$ cat src/rtl/osu_skid_pkg.sv
// Shared types and constants for the osu_skid_buffer pipeline stage.
package osu_skid_pkg;

  localparam int unsigned DEFAULT_WIDTH = 8;
  localparam int unsigned STALL_W       = 16;

  typedef enum logic [1:0] {
    EMPTY = 2'd0,
    BUSY  = 2'd1,
    FULL  = 2'd2
  } skid_state_e;

endpackage

$ cat src/rtl/osu_skid_reg.sv
// WIDTH-bit data register with load enable and synchronous reset to zero.
module osu_skid_reg #(
  parameter int unsigned WIDTH = 8
) (
  input  logic             clk,
  input  logic             rst,
  input  logic             load,
  input  logic [WIDTH-1:0] d,
  output logic [WIDTH-1:0] q
);

  always_ff @(posedge clk) begin
    if (rst) begin
      q <= '0;
    end else if (load) begin
      q <= d;
    end
  end

endmodule

$ cat src/rtl/osu_skid_buffer.sv
// Registered ready/valid stage with a 2-entry (main + skid) buffer.
// Optional stall counter output enabled by defining OSU_SKID_STATS_EN.
module osu_skid_buffer
  import osu_skid_pkg::*;
#(
  parameter int unsigned WIDTH = DEFAULT_WIDTH
) (
  input  logic               CLK,
  input  logic               RST,
  input  logic               A_VALID,
  output logic               A_READY,
  input  logic [WIDTH-1:0]   A,
  output logic               Y_VALID,
  input  logic               Y_READY,
  output logic [WIDTH-1:0]   Y
`ifdef OSU_SKID_STATS_EN
  ,
  output logic [STALL_W-1:0] STALL_CNT
`endif
);

  skid_state_e      state;
  logic             in_fire;
  logic             out_fire;
  logic             main_load;
  logic             skid_load;
  logic [WIDTH-1:0] main_d;
  logic [WIDTH-1:0] skid_q;

  assign in_fire  = A_VALID & A_READY;
  assign out_fire = Y_VALID & Y_READY;

  // Data-path load enables; the main register refills from skid when draining FULL.
  always_comb begin
    main_load = 1'b0;
    skid_load = 1'b0;
    main_d    = A;
    case (state)
      EMPTY: main_load = in_fire;
      BUSY: begin
        main_load = in_fire & out_fire;
        skid_load = in_fire & ~out_fire;
      end
      FULL: begin
        main_load = out_fire;
        main_d    = skid_q;
      end
      default: ;
    endcase
  end

  osu_skid_reg #(.WIDTH(WIDTH)) u_main (
    .clk  (CLK),
    .rst  (RST),
    .load (main_load),
    .d    (main_d),
    .q    (Y)
  );

  osu_skid_reg #(.WIDTH(WIDTH)) u_skid (
    .clk  (CLK),
    .rst  (RST),
    .load (skid_load),
    .d    (A),
    .q    (skid_q)
  );

  // Control FSM; A_READY only falls once the skid entry is occupied.
  always_ff @(posedge CLK) begin
    if (RST) begin
      state   <= EMPTY;
      A_READY <= 1'b0;
      Y_VALID <= 1'b0;
    end else begin
      case (state)
        EMPTY: begin
          A_READY <= 1'b1;
          if (in_fire) begin
            state   <= BUSY;
            Y_VALID <= 1'b1;
          end
        end
        BUSY: begin
          if (in_fire && !out_fire) begin
            state   <= FULL;
            A_READY <= 1'b0;
          end else if (!in_fire && out_fire) begin
            state   <= EMPTY;
            Y_VALID <= 1'b0;
          end
        end
        FULL: begin
          if (out_fire) begin
            state   <= BUSY;
            A_READY <= 1'b1;
          end
        end
        default: begin
          state   <= EMPTY;
          A_READY <= 1'b1;
          Y_VALID <= 1'b0;
        end
      endcase
    end
  end

`ifdef OSU_SKID_STATS_EN
  // Saturating count of edges where downstream withholds ready.
  always_ff @(posedge CLK) begin
    if (RST) begin
      STALL_CNT <= '0;
    end else if (Y_VALID && !Y_READY && (STALL_CNT != {STALL_W{1'b1}})) begin
      STALL_CNT <= STALL_CNT + STALL_W'(1);
    end
  end
`endif

endmodule

$ cat config.mk
export PLATFORM = sky130hd
export DESIGN_NAME = osu_skid_buffer
export DESIGN_NICKNAME = d
export VERILOG_FILES = /design/src/rtl/osu_skid_pkg.sv /design/src/rtl/osu_skid_reg.sv /design/src/rtl/osu_skid_buffer.sv
export SDC_FILE = /design/constraint.sdc
export NUM_CORES = 1
export LEC_CHECK = 0
export BUFFER_PORTS_ARGS = -buffer_cell sky130_fd_sc_hd__buf_2
export CORE_UTILIZATION = 45
export CTS_CLUSTER_DIAMETER = 100
export DETAILED_ROUTE_END_ITERATION = 10
export GPL_ROUTABILITY_DRIVEN = 0
export PLACE_DENSITY = 0.75
export SETUP_SLACK_MARGIN = 0.5
export SLEW_MARGIN = 20
export SYNTH_ARGS = -nofsm -noshare
export SYNTH_HDL_FRONTEND = slang
export SYNTH_SLANG_ARGS = --single-unit
$ cat constraint.sdc
create_clock -name CLK -period 1.3 [get_ports CLK]
set_clock_uncertainty 0.15 [all_clocks]
set_input_delay 0.13 -clock CLK [delete_from_list [all_inputs] [get_ports CLK]]
set_output_delay 0.13 -clock CLK [all_outputs]
set_load 0.02 [all_outputs]
== Yosys cells after proc, flatten, opt, wreduce, memory -nomap -nowiden ==
Index checks and enable logic that the tools add are counted.

* Logic and storage cells: 42
* Bits in registers: 20
* Input bits: 12
* Output and inout bits: 10

* Equal/unequal tests: 8
* Bitwise logic cells: 6
* Muxes and demuxes: 15
* Reductions and logical operators: 8

{| class="wikitable"
|+ Operators with widths
! cell !! count
|-
| 2-bit != test (second input constant) || 5
|-
| 2-bit two-way mux || 4
|-
| 8-bit two-way mux || 1
|-
| 1-bit two-way mux || 6
|-
| 1-bit one-hot mux with 3 select lines || 2
|-
| 2-bit one-hot mux with 3 select lines || 1
|-
| 1-bit bitwise AND || 4
|-
| 4-bit AND reduction || 1
|-
| 3-bit != test (second input constant) || 1
|-
| 3-bit AND reduction || 1
|-
| 2-bit by 1-bit equality test with 1-bit output (second input constant) || 1
|-
| 2-bit equality test (second input constant) || 1
|-
| 1-bit logical AND || 2
|-
| 1-bit zero test || 2
|-
| 2-bit zero test || 1
|-
| 1-bit inverter || 2
|-
| 1-bit one-hot mux with 2 select lines || 1
|-
| 2-bit AND reduction || 1
|}

== Depth between registers and ports, before layout ==
Gate-level depths: netlist of the first run.

* Depth after elaboration: 6
* Mapped depth: 4
* Depth with buffers taken out: 3

== Modules after synthesis ==
A second synthesis of the first run with hierarchy kept.

* Cell total of the unflattened synthesis: 105
* Area total of the unflattened synthesis: 910.9 µm²

{| class="wikitable"
|+ Modules (own cells, without submodules)
! module !! instances !! area each (µm²) !! sequential area each (µm²) !! cells each
|-
| osu_skid_reg || 2 || 285.3 || 160.2 || 26
|-
| osu_skid_buffer || 1 || 340.3 || 80.1 || 53
|}

== Worst setup path before layout of the first run ==
OpenSTA, ideal clock, no wires.

* Path type: reg2reg
* Start: reg Y_VALID
* End: reg u_main.q[0]
* Period minus slack after synthesis: 1404 ps
* Required time: 1022 ps
* Cell stages (with the launch flop): 5
* Path slack: -104 ps
* Path buffers: 1
* Arrival: 1126 ps
* Library setup time: 128 ps
* Cell sequence: dfxtp_1 > and4b_1 > clkbuf_2 > a21o_4 > a211oi_2

* Word-level cells in the longest chain between the ends: 3

{| class="wikitable"
|+ Ends and longest elaborated chain
! element !! RTL line !! RTL
|-
| start: declaration || osu_skid_buffer.sv:13 || <nowiki>output logic Y_VALID,</nowiki>
|-
| start signal: assignment || osu_skid_buffer.sv:73 || <nowiki>Y_VALID <= 1'b0;</nowiki>
|-
| start signal: assignment || osu_skid_buffer.sv:80 || <nowiki>Y_VALID <= 1'b1;</nowiki>
|-
| start signal: assignment || osu_skid_buffer.sv:89 || <nowiki>Y_VALID <= 1'b0;</nowiki>
|-
| 1-bit bitwise AND (*) || osu_skid_buffer.sv:31 || <nowiki>assign out_fire = Y_VALID & Y_READY;</nowiki>
|-
| 1-bit bitwise AND || osu_skid_buffer.sv:41 || <nowiki>main_load = in_fire & out_fire;</nowiki>
|-
| 1-bit one-hot mux with 3 select lines (*) || osu_skid_buffer.sv:38 || <nowiki>case (state)</nowiki>
|-
| end signal: assignment || osu_skid_reg.sv:14 || <nowiki>q <= '0;</nowiki>
|-
| end signal: assignment || osu_skid_reg.sv:16 || <nowiki>q <= d;</nowiki>
|-
| end: declaration || osu_skid_reg.sv:9 || <nowiki>output logic [WIDTH-1:0] q</nowiki>
|}

Mark *: on every way between the ends. The rest lies on a longest branch, timed or not.
A chain may end at the register's enable or synchronous reset.

== Worst setup path after layout of the first run ==
* Start: reg state[0]
* End: reg u_main.q[4]

* Word-level cells in the longest chain between the ends: 2
* Elaborated cells between the ends (all ways): 5
* Those cells by class: 2 x eq/ne; 2 x mux; 1 x reduce/logical

{| class="wikitable"
|+ Ends and longest elaborated chain
! element !! RTL line !! RTL
|-
| start: declaration || osu_skid_buffer.sv:22 || <nowiki>skid_state_e state;</nowiki>
|-
| start signal: assignment || osu_skid_buffer.sv:71 || <nowiki>state <= EMPTY;</nowiki>
|-
| start signal: assignment || osu_skid_buffer.sv:79 || <nowiki>state <= BUSY;</nowiki>
|-
| start signal: assignment || osu_skid_buffer.sv:85 || <nowiki>state <= FULL;</nowiki>
|-
| 2-bit equality test (tied with other cells) || osu_skid_buffer.sv:38 ||
|-
| 1-bit one-hot mux with 3 select lines or 8-bit two-way mux (tied branches) || osu_skid_buffer.sv:38 ||
|}

Parallel ways exist; a longest one is shown, timed or not.

==> impl_metrics.ini, run 1 <==
[finish]
drive_gt1_share_pct = 55.6
final_cell_mix = nand2b_1 (16), mux2i_1 (16), buf_6 (13)
areaGrowthSynthToFinish_pct = 38.3
final_nets = 146
diodes = 0

[power_and_ir_drop]
swShare_pct = 28.4
p_int_uw = 1110
p_leak_uw = 0.000623
power_switching_uw = 443
pwr-share-comb_pct = 26.8
clockPowerShare_pct = 28.2
p_total_uw = 1560
p_per_area_nw_per_um2 = 1080
ir_drop_v = 0.000719
pwr-share-seq_pct = 44.9

[worst_hold_path]
hold_path_class = primary input to flip-flop
min-delay-start = A[1]
worstHoldPathCells = 3
worstHoldEndpoint = u_skid.q[1]

[routing]
wl_um = 2650
drt_iter0_drc = 25
vias = 914
via_per_inst = 5.68
drcViolationCount = 0
dr.pass1.iters = 4
ant_nets = 0
wl_per_cell_um = 16.5

[logic_synthesis]
syn_nets = 110
synth_seq_cells = 20
ys_seq_area_share_pct = 38.3
ys_warn_count = 0
syn_inst = 98
synth.avg_cell_area_um2 = 10.7
synth_area_um2 = 1050
synth_cell_types = 28

[sta]
max_freq_mhz = 712
hold_viol_final = 8
min_period_ps = 1400
setup_tns_ps = -1030
rsz0062_at_grt = yes
maxSlewHeadroom_pct = 74.1
fin_crit_sh_pct = 108
setup_viol = 16
timing.hold.ws_ps = -78.1
finalMaxSlewViolations = 0
finalWorstSetupSlack_ps = -105
tightestPinTransition_ps = 389

[critical_path]
crit_path_cell_trace = a21bo_4, buf_6, a21o_4, a211oi_2
worstSetupStartpointType = flip-flop
rrSetupSlack_ps = -100
slowest_delay_ps = 370
worstSetupPathType = flip-flop to flip-flop
slowest_stage = dfxtp_2
worstReg2RegEnd = u_main.q[4]
r2r_cells = 4
cp_top_family = compound AO/OA/AOI/OAI gates
crit_cells = 4
crit_path_end_kind = flip-flop
worstReg2RegStart = state[0]
path_max_fanout = 8
cp_num_buf_inv = 1
critPathArrivalTime_ps = 1480
crit_required_ps = 1380

[global_routing]
grt_remaining_overflow = 0
grt_antenna_before_repair = 0
grt_pass1_wl_um = 4350
grt_start_max_net_pins = 25
grt_pass1_vias = 937
track_usage_pct = 24.0

[die]
initial_core_util_pct = 47.7
io_pins = 22
die_w_um = 50.2
rows = 17
die_area_um2 = 2520
die-height_um = 50.2
core_area_um2 = 2190

[run_status]
status = finished, violations left
violations = hold timing, setup timing

[cts]
cts_root_buffer = clkbuf_4
numCtsBuffers = 3
clk_latency_ps = 310
cts.sinks = 20
clk_pin_slew_ps = 120
cts_buffer_depth = 2
cts_tree = built
h-tree-depth = 1

[place]
dp_slack_ps = -118
portBuffers = 21
hpwl_um = 1570

[flow_run]
max_cap_violations = 0
[logic make-up after synthesis]
logic type,after synthesis,share of synthesized area [%]
AOI/OAI and AO/OA,26,23.2
muxes,16,15.3
DFF,20,38.3
buffers and inverters,10,6.70
and+or+nand+nor,26,16.5
[routing by layer]
| layer | vias to the layer above | wire length [µm] | GRT usage, % |
|---|---|---|---|
| li1 | 432 | - | - |
| met1 | 437 | 1040 | 27.8 |
| met2 | 35 | 1330 | 40.0 |
| met3 | 10 | 188 | 4.55 |
| met4 | 0 | 86 | 15.2 |
| met5 | - | 0 | 0 |
[repair_timing]
| item | 4_1_cts | 5_1_grt |
|---|---|---|
| hold endpoints to repair | 8 | 8 |
| pin swaps | 4 | 2 |
| gates resized for setup | 36 | 7 |
| setup endpoints to repair | 30 | 30 |
| gates cloned | 3 | 0 |
| setup buffers | 5 | 0 |
[worst register-to-register path, cell delays in order, from the launching register on]
cell	delay (ps)
dfxtp_2	370
a21bo_4	240
buf_6	130
a21o_4	250
a211oi_2	190
[cells in the mapped netlist]
cell / n / area [µm²]
nand4_1: 1 / 6.26
o21ba_2: 1 / 10.0
clkbuf_1: 1 / 3.75
nor3_1: 1 / 5.00
clkbuf_2: 1 / 5.00
o21bai_1: 1 / 7.51
nand2b_1: 16 / 100
a211o_1: 1 / 8.76
inv_1: 2 / 7.51
and3b_1: 1 / 8.76
a21oi_1: 2 / 10.0
o21ai_0: 1 / 5.00
or2b_2: 1 / 8.76
a211oi_2: 8 / 100
mux2i_1: 16 / 160
nand3b_1: 1 / 7.51
a21o_1: 1 / 7.51
buf_4: 2 / 15.0
a221oi_1: 1 / 8.76
and2b_2: 1 / 8.76
a21o_4: 1 / 15.0
a211oi_1: 8 / 60.1
dfxtp_1: 20 / 400
buf_6: 3 / 33.8
a21bo_1: 1 / 10.0
and4b_1: 2 / 20.0
nand2_1: 2 / 7.51
buf_2: 1 / 5.00
[final cells by class]
type | instances | area [µm²]
clock buffers | 4 | 47.5
fillers | 166 | 744
inverters | 2 | 7.51
multi-input cells | 70 | 637
flip-flops and latches | 20 | 423
well taps | 28 | 35.0
repair buffers | 37 | 297
[flip-flops by register name (all words and copies together) (netlist names)]
signal and flops:
Y_VALID 1, u_skid.q 8, state 2, A_READY 1, u_main.q 8
[power by group through the flow]
stage	Sequential (µW)	Clock [µW]	Combinational, µW
global placement	697	0	310
CTS	693	444	406
global route	705	476	444
finish	700	439	418
floorplan	736	0	184
detailed placement	699	0	319
[how the worst max path moves through the flow]
stage	slack (ps)	startpoint	end
floorplan	-8	state[0]	u_main.q[0]
global placement	-50	state[0]	u_main.q[0]
detailed placement	-120	state[0]	u_skid.q[5]
CTS	-80	Y_VALID	u_main.q[4]
global route	-150	state[0]	u_main.q[4]
finish	-100	state[0]	u_main.q[4]
[through the flow]
stage	hold slack, ps	area [µm²]	util, %	std cells
floorplan	135	1070	-	98
global placement	253	1220	55.6	149
detailed placement	264	1220	55.6	149
CTS	-73.2	1430	65.0	161
global route	-80.5	1450	66.0	161
finish	-78.1	1450	66.0	161
No activity file was read; power rests on OpenSTA's default activity.
==> run 2, diff against run 1 <==
--- a/config.mk
+++ b/config.mk
@@ -10,7 +10,7 @@
 export CTS_CLUSTER_DIAMETER = 100
 export DETAILED_ROUTE_END_ITERATION = 10
 export GPL_ROUTABILITY_DRIVEN = 0
-export PLACE_DENSITY = 0.75
+export PLACE_DENSITY = 0.7
 export SETUP_SLACK_MARGIN = 0.5
 export SLEW_MARGIN = 20
 export SYNTH_ARGS = -nofsm -noshare
==> run 2 against run 1 <==
  * The run still ends with hold timing, setup timing left
  * Register-to-register slack got worse by 40 ps
  * Final area rose by 0.35%
  * Highest routed layer unchanged
  * Wire length down 8.8%
  * Critical path type unchanged
  * Die area unchanged
  * Core utilization is 0.23 points higher
==> impl_metrics.ini, run 2 (synthesized netlist as in run 1, its figures left out) <==
[finish]
final_area_um2 = 1450
regArea_um2 = 424
multi_input_area_um2 = 652
diodes = 0
drive_gt1_share_pct = 54.6
stdcell_count = 158
reg_top3 = u_main.q x8, u_skid.q x8, state x2
final_nets = 143
areaGrowthSynthToFinish_pct = 38.8
n_fill_cell = 167
final_cell_mix = nand2b_1 (16), mux2i_1 (16), buf_6 (12)

[critical_path]
crit_required_ps = 1390
worstReg2RegStart = state[0]
slowest_delay_ps = 370
cp_num_buf_inv = 1
r2r_cells = 4
crit_cells = 4
slowest_stage = dfxtp_4
path_max_fanout = 9
worstReg2RegEnd = u_main.q[7]
critPathArrivalTime_ps = 1530
crit_path_end_kind = flip-flop
crit_path_cell_trace = a21bo_4, buf_12, a21o_4, a211oi_2
cp_top_family = compound AO/OA/AOI/OAI gates
worstSetupStartpointType = flip-flop
rrSetupSlack_ps = -140
worstSetupPathType = flip-flop to flip-flop

[worst_hold_path]
worstHoldPathCells = 3
hold_path_class = primary input to flip-flop
worstHoldEndpoint = u_skid.q[1]
min-delay-start = A[1]

[global_routing]
grt_pass1_wl_um = 3970
grt_start_max_net_pins = 26
grt_remaining_overflow = 0
track_usage_pct = 21.3
grt_antenna_before_repair = 0
grt_pass1_vias = 851

[die]
die-height_um = 50.2
die_area_um2 = 2520
io_pins = 22
die_w_um = 50.2
rows = 17
core_area_um2 = 2190
initial_core_util_pct = 47.7

[routing]
ant_nets = 0
wl_um = 2420
via_per_inst = 5.38
drt_iter0_drc = 3
vias = 850
dr.pass1.iters = 4
drcViolationCount = 0
wl_per_cell_um = 15.3

[run_status]
violations = hold timing, setup timing
status = finished, violations left

[flow_run]
max_cap_violations = 0

[power_and_ir_drop]
p_per_area_nw_per_um2 = 1060
p_total_uw = 1540
p_leak_uw = 0.000628
ir_drop_v = 0.00102

[sta]
timing.hold.ws_ps = -69.0
min_period_ps = 1440
finalMaxSlewViolations = 0
finalWorstSetupSlack_ps = -144
max_freq_mhz = 692
setup_viol = 16
tightestPinTransition_ps = 419
hold_viol_final = 8
maxSlewHeadroom_pct = 72.1
rsz0062_at_grt = yes
fin_crit_sh_pct = 111

[cts]
cts_tree = built
h-tree-depth = 1
clk_pin_slew_ps = 120
cts_buffer_depth = 2
cts.sinks = 20
clk_latency_ps = 310
cts_root_buffer = clkbuf_4
numCtsBuffers = 3

[place]
hpwl_um = 1540
dp_cells = 149
portBuffers = 21
dpl_cell_area_um2 = 1230
## run 2: repair_timing
| action | in CTS | in global routing |
|---|---|---|
| setup endpoints to repair | 30 | 30 |
| pin swaps | 4 | 2 |
| gates cloned | 2 | 0 |
| hold endpoints to repair | 8 | 8 |
| gates resized for setup | 42 | 4 |
| buffers inserted | 3 | 0 |
## run 2: metal layers
metal / up-vias / part of all wire [%] / routed length, µm / global-route usage (%)
met3: 2 / 3.8 / 92 / 5.76
li1: 430 / - / - / -
met4: 0 / 0.37 / 9 / 4.29
met2: 14 / 49 / 1190 / 36.4
met1: 404 / 47 / 1130 / 26.5
met5: - / 0 / 0 / 0
## run 2: how the worst max path moves through the flow
stage	startpoint	end	slack, ps
after global placement	state[1]	u_main.q[0]	-120
final	state[0]	u_main.q[7]	-140
after CTS	state[0]	u_main.q[0]	-130
after global routing	state[0]	u_main.q[5]	-170
after detailed placement	state[0]	u_skid.q[6]	-120
after floorplan	state[0]	u_main.q[0]	-8
## run 2: stage by stage
stage	setup slack, ps	utilization [%]	hold WS [ps]	TNS, ps
floorplan	-8.09	-	135	-64.7
global placement	-115	56.2	253	-1380
detailed placement	-122	56.2	269	-1830
CTS	-127	65.7	-69.5	-1020
global route	-171	66.2	-87.2	-1950
finish	-144	66.2	-69.0	-1210
## run 2: tightest hold or removal path: stages
cell,delay [ps]
buf_2,110
nand2b_1,60
mux2i_1,60
## run 2: power by group
group          internal [µW]  switching (µW)  leakage, µW
Combinational            218             198     0.000434
Clock                    235             196    0.0000261
Sequential               659            36.1     0.000169
Total                   1110             430     0.000628
## run 2: layout make-up
| type | count | share of cell area (%) |
|---|---|---|
| repair buffers | 34 | 19.7 |
| inverters | 2 | 0.517 |
| clock buffers | 4 | 3.28 |
| multi-input cells | 70 | 44.9 |
| flip-flops and latches | 20 | 29.2 |
| well taps | 28 | 2.41 |
==> run 3, diff against run 2 <==
--- a/config.mk
+++ b/config.mk
@@ -10,7 +10,7 @@
 export CTS_CLUSTER_DIAMETER = 100
 export DETAILED_ROUTE_END_ITERATION = 10
 export GPL_ROUTABILITY_DRIVEN = 0
-export PLACE_DENSITY = 0.7
+export PLACE_DENSITY = 0.68
 export SETUP_SLACK_MARGIN = 0.5
 export SLEW_MARGIN = 20
 export SYNTH_ARGS = -nofsm -noshare
==> constraint.sdc (replaced) <==
create_clock -name CLK -period 1.6 [get_ports CLK]
set_clock_uncertainty 0.15 [all_clocks]
set_input_delay 0.16 -clock CLK [delete_from_list [all_inputs] [get_ports CLK]]
set_output_delay 0.16 -clock CLK [all_outputs]
set_load 0.02 [all_outputs]
==> run 3 against run 2 <==
  * The flow now finishes without violations
  * Sequential share of layout area is 0.17 points lower
  * Die area unchanged
  * Non-clock buffer count rose by 4
  * Sequential power down 19%
  * Critical endpoint is now u_main.q[4]
==> impl_metrics.ini, run 3 (synthesized netlist as in run 1, its figures left out) <==
[run_status]
status = completed

[finish]
final_nets = 147
drive_gt1_share_pct = 48.5
areaGrowthSynthToFinish_pct = 38.8
final_util_pct = 66.2
diodes = 0
final_area_um2 = 1450
final_cell_mix = nand2b_1 (16), mux2i_1 (16), buf_2 (11)
reg_top3 = u_main.q x8, u_skid.q x8, state x2

[worst_hold_path]
hold_path_class = primary input to flip-flop

[cts]
cts_tree = built
cts_buffer_depth = 2
h-tree-depth = 1
cts.sinks = 20
clk_latency_ps = 300
clk_pin_slew_ps = 100
cts_root_buffer = clkbuf_4
numCtsBuffers = 3

[routing]
ant_nets = 0
wl_um = 2470
via_per_inst = 5.46
drcViolationCount = 0
wl_per_cell_um = 15.2
drt_iter0_drc = 12
dr.pass1.iters = 4
vias = 884

[critical_path]
worstSetupPathType = flip-flop to flip-flop
crit_path_end_kind = flip-flop
critPathArrivalTime_ps = 1450
worstSetupStartpointType = flip-flop
path_max_fanout = 5
slowest_stage = dfxtp_4
crit_required_ps = 1620
rrSetupSlack_ps = 170
slowest_delay_ps = 360
crit_path_cell_trace = buf_4, or2b_4, mux2i_1, a211oi_2

[power_and_ir_drop]
p_int_uw = 850
clockPowerShare_pct = 23.9
pwr-share-seq_pct = 47.8
ir_drop_v = 0.000772
p_per_area_nw_per_um2 = 813
power_switching_uw = 331
p_leak_uw = 0.000614
swShare_pct = 28.0
pwr-share-comb_pct = 28.3

[global_routing]
grt_pass1_vias = 882
track_usage_pct = 21.7
grt_antenna_before_repair = 0
grt_pass1_wl_um = 4060
grt_start_max_net_pins = 29
grt_remaining_overflow = 0

[sta]
rsz0062_at_grt = yes
maxSlewHeadroom_pct = 68.3
max_freq_mhz = 701
tightestPinTransition_ps = 475
setup_viol = 0
hold_viol_final = 0
fin_crit_sh_pct = 89.1
finalMaxSlewViolations = 0
min_period_ps = 1430
setup_tns_ps = 0

[die]
die-height_um = 50.2
io_pins = 22
die_area_um2 = 2520
die_w_um = 50.2
rows = 17
initial_core_util_pct = 47.7
core_area_um2 = 2190

[flow_run]
max_cap_violations = 0

[place]
dpl_cell_area_um2 = 1170
hpwl_um = 1440
portBuffers = 21
==> run 3: cell count changes in the layout (fill, tap and decap cells not counted), sizes merged <==
| cell | previous run | this run |
|---|---|---|
| dlygate4sd3 | 0 | 8 |
| buf | 34 | 30 |
==> run 3: cell type report <==
cell class / count / area [µm²]
timing repair buffer: 38 / 315
inverter: 2 / 7.51
multi-input combinational: 70 / 636
sequential: 20 / 422
tap: 28 / 35.0
fill: 178 / 739
clock buffer: 4 / 36.3
==> run 3: per-stage QoR <==
step	std cells	hold slack [ps]	setup slack [ps]	power (µW)
after detailed placement	142	295	107	807
after global placement	142	284	141	801
after CTS	162	48.9	155	1170
after global routing	162	54.0	129	1240
final	162	59.0	174	1180
after floorplan	98	165	292	747
==> run 3: worst paths after layout <==
kind,startpoint,endpoint,depth (start not counted)
max,state[0],u_main.q[4],4
min reg2reg,u_skid.q[6],u_skid.q[6],2
min,A_VALID,A_READY,3
max reg2reg,state[0],u_main.q[4],4
==> run 3: worst max-delay path, delay by kind of cell (launching register included) <==
family,cells,cell delay (ps)
flops,1,360
compound gates,1,100
buf+inv,1,140
mux,1,240
simple gates,1,300
==> run 3: what timing repair did <==
item	4_1_cts	5_1_grt
setup buffers	6	0
hold buffers	8	0
pin swaps	7	6
gates cloned	2	0
hold endpoints to repair	8	0
endpoints found under the setup margin	30	30
resized for setup	32	6
==> run 3: power by group through the flow <==
stage / sequential [µW] / combinational (µW) / clock, µW
2_1_floorplan: 598 / 149 / 0
3_3_place_gp: 571 / 230 / 0
3_5_place_dp: 571 / 236 / 0
4_1_cts: 560 / 321 / 293
5_1_grt: 568 / 355 / 316
6_report: 564 / 334 / 282
==> run 3: layer usage <==
metal  vias up  global-route usage, %  part of all wire, %
met3         6                   6.06                  5.0
li1        434                      -                    -
met5         -                      0                    0
met4         0                   5.71                  2.1
met2        29                   38.4                   49
met1       415                   25.3                   44
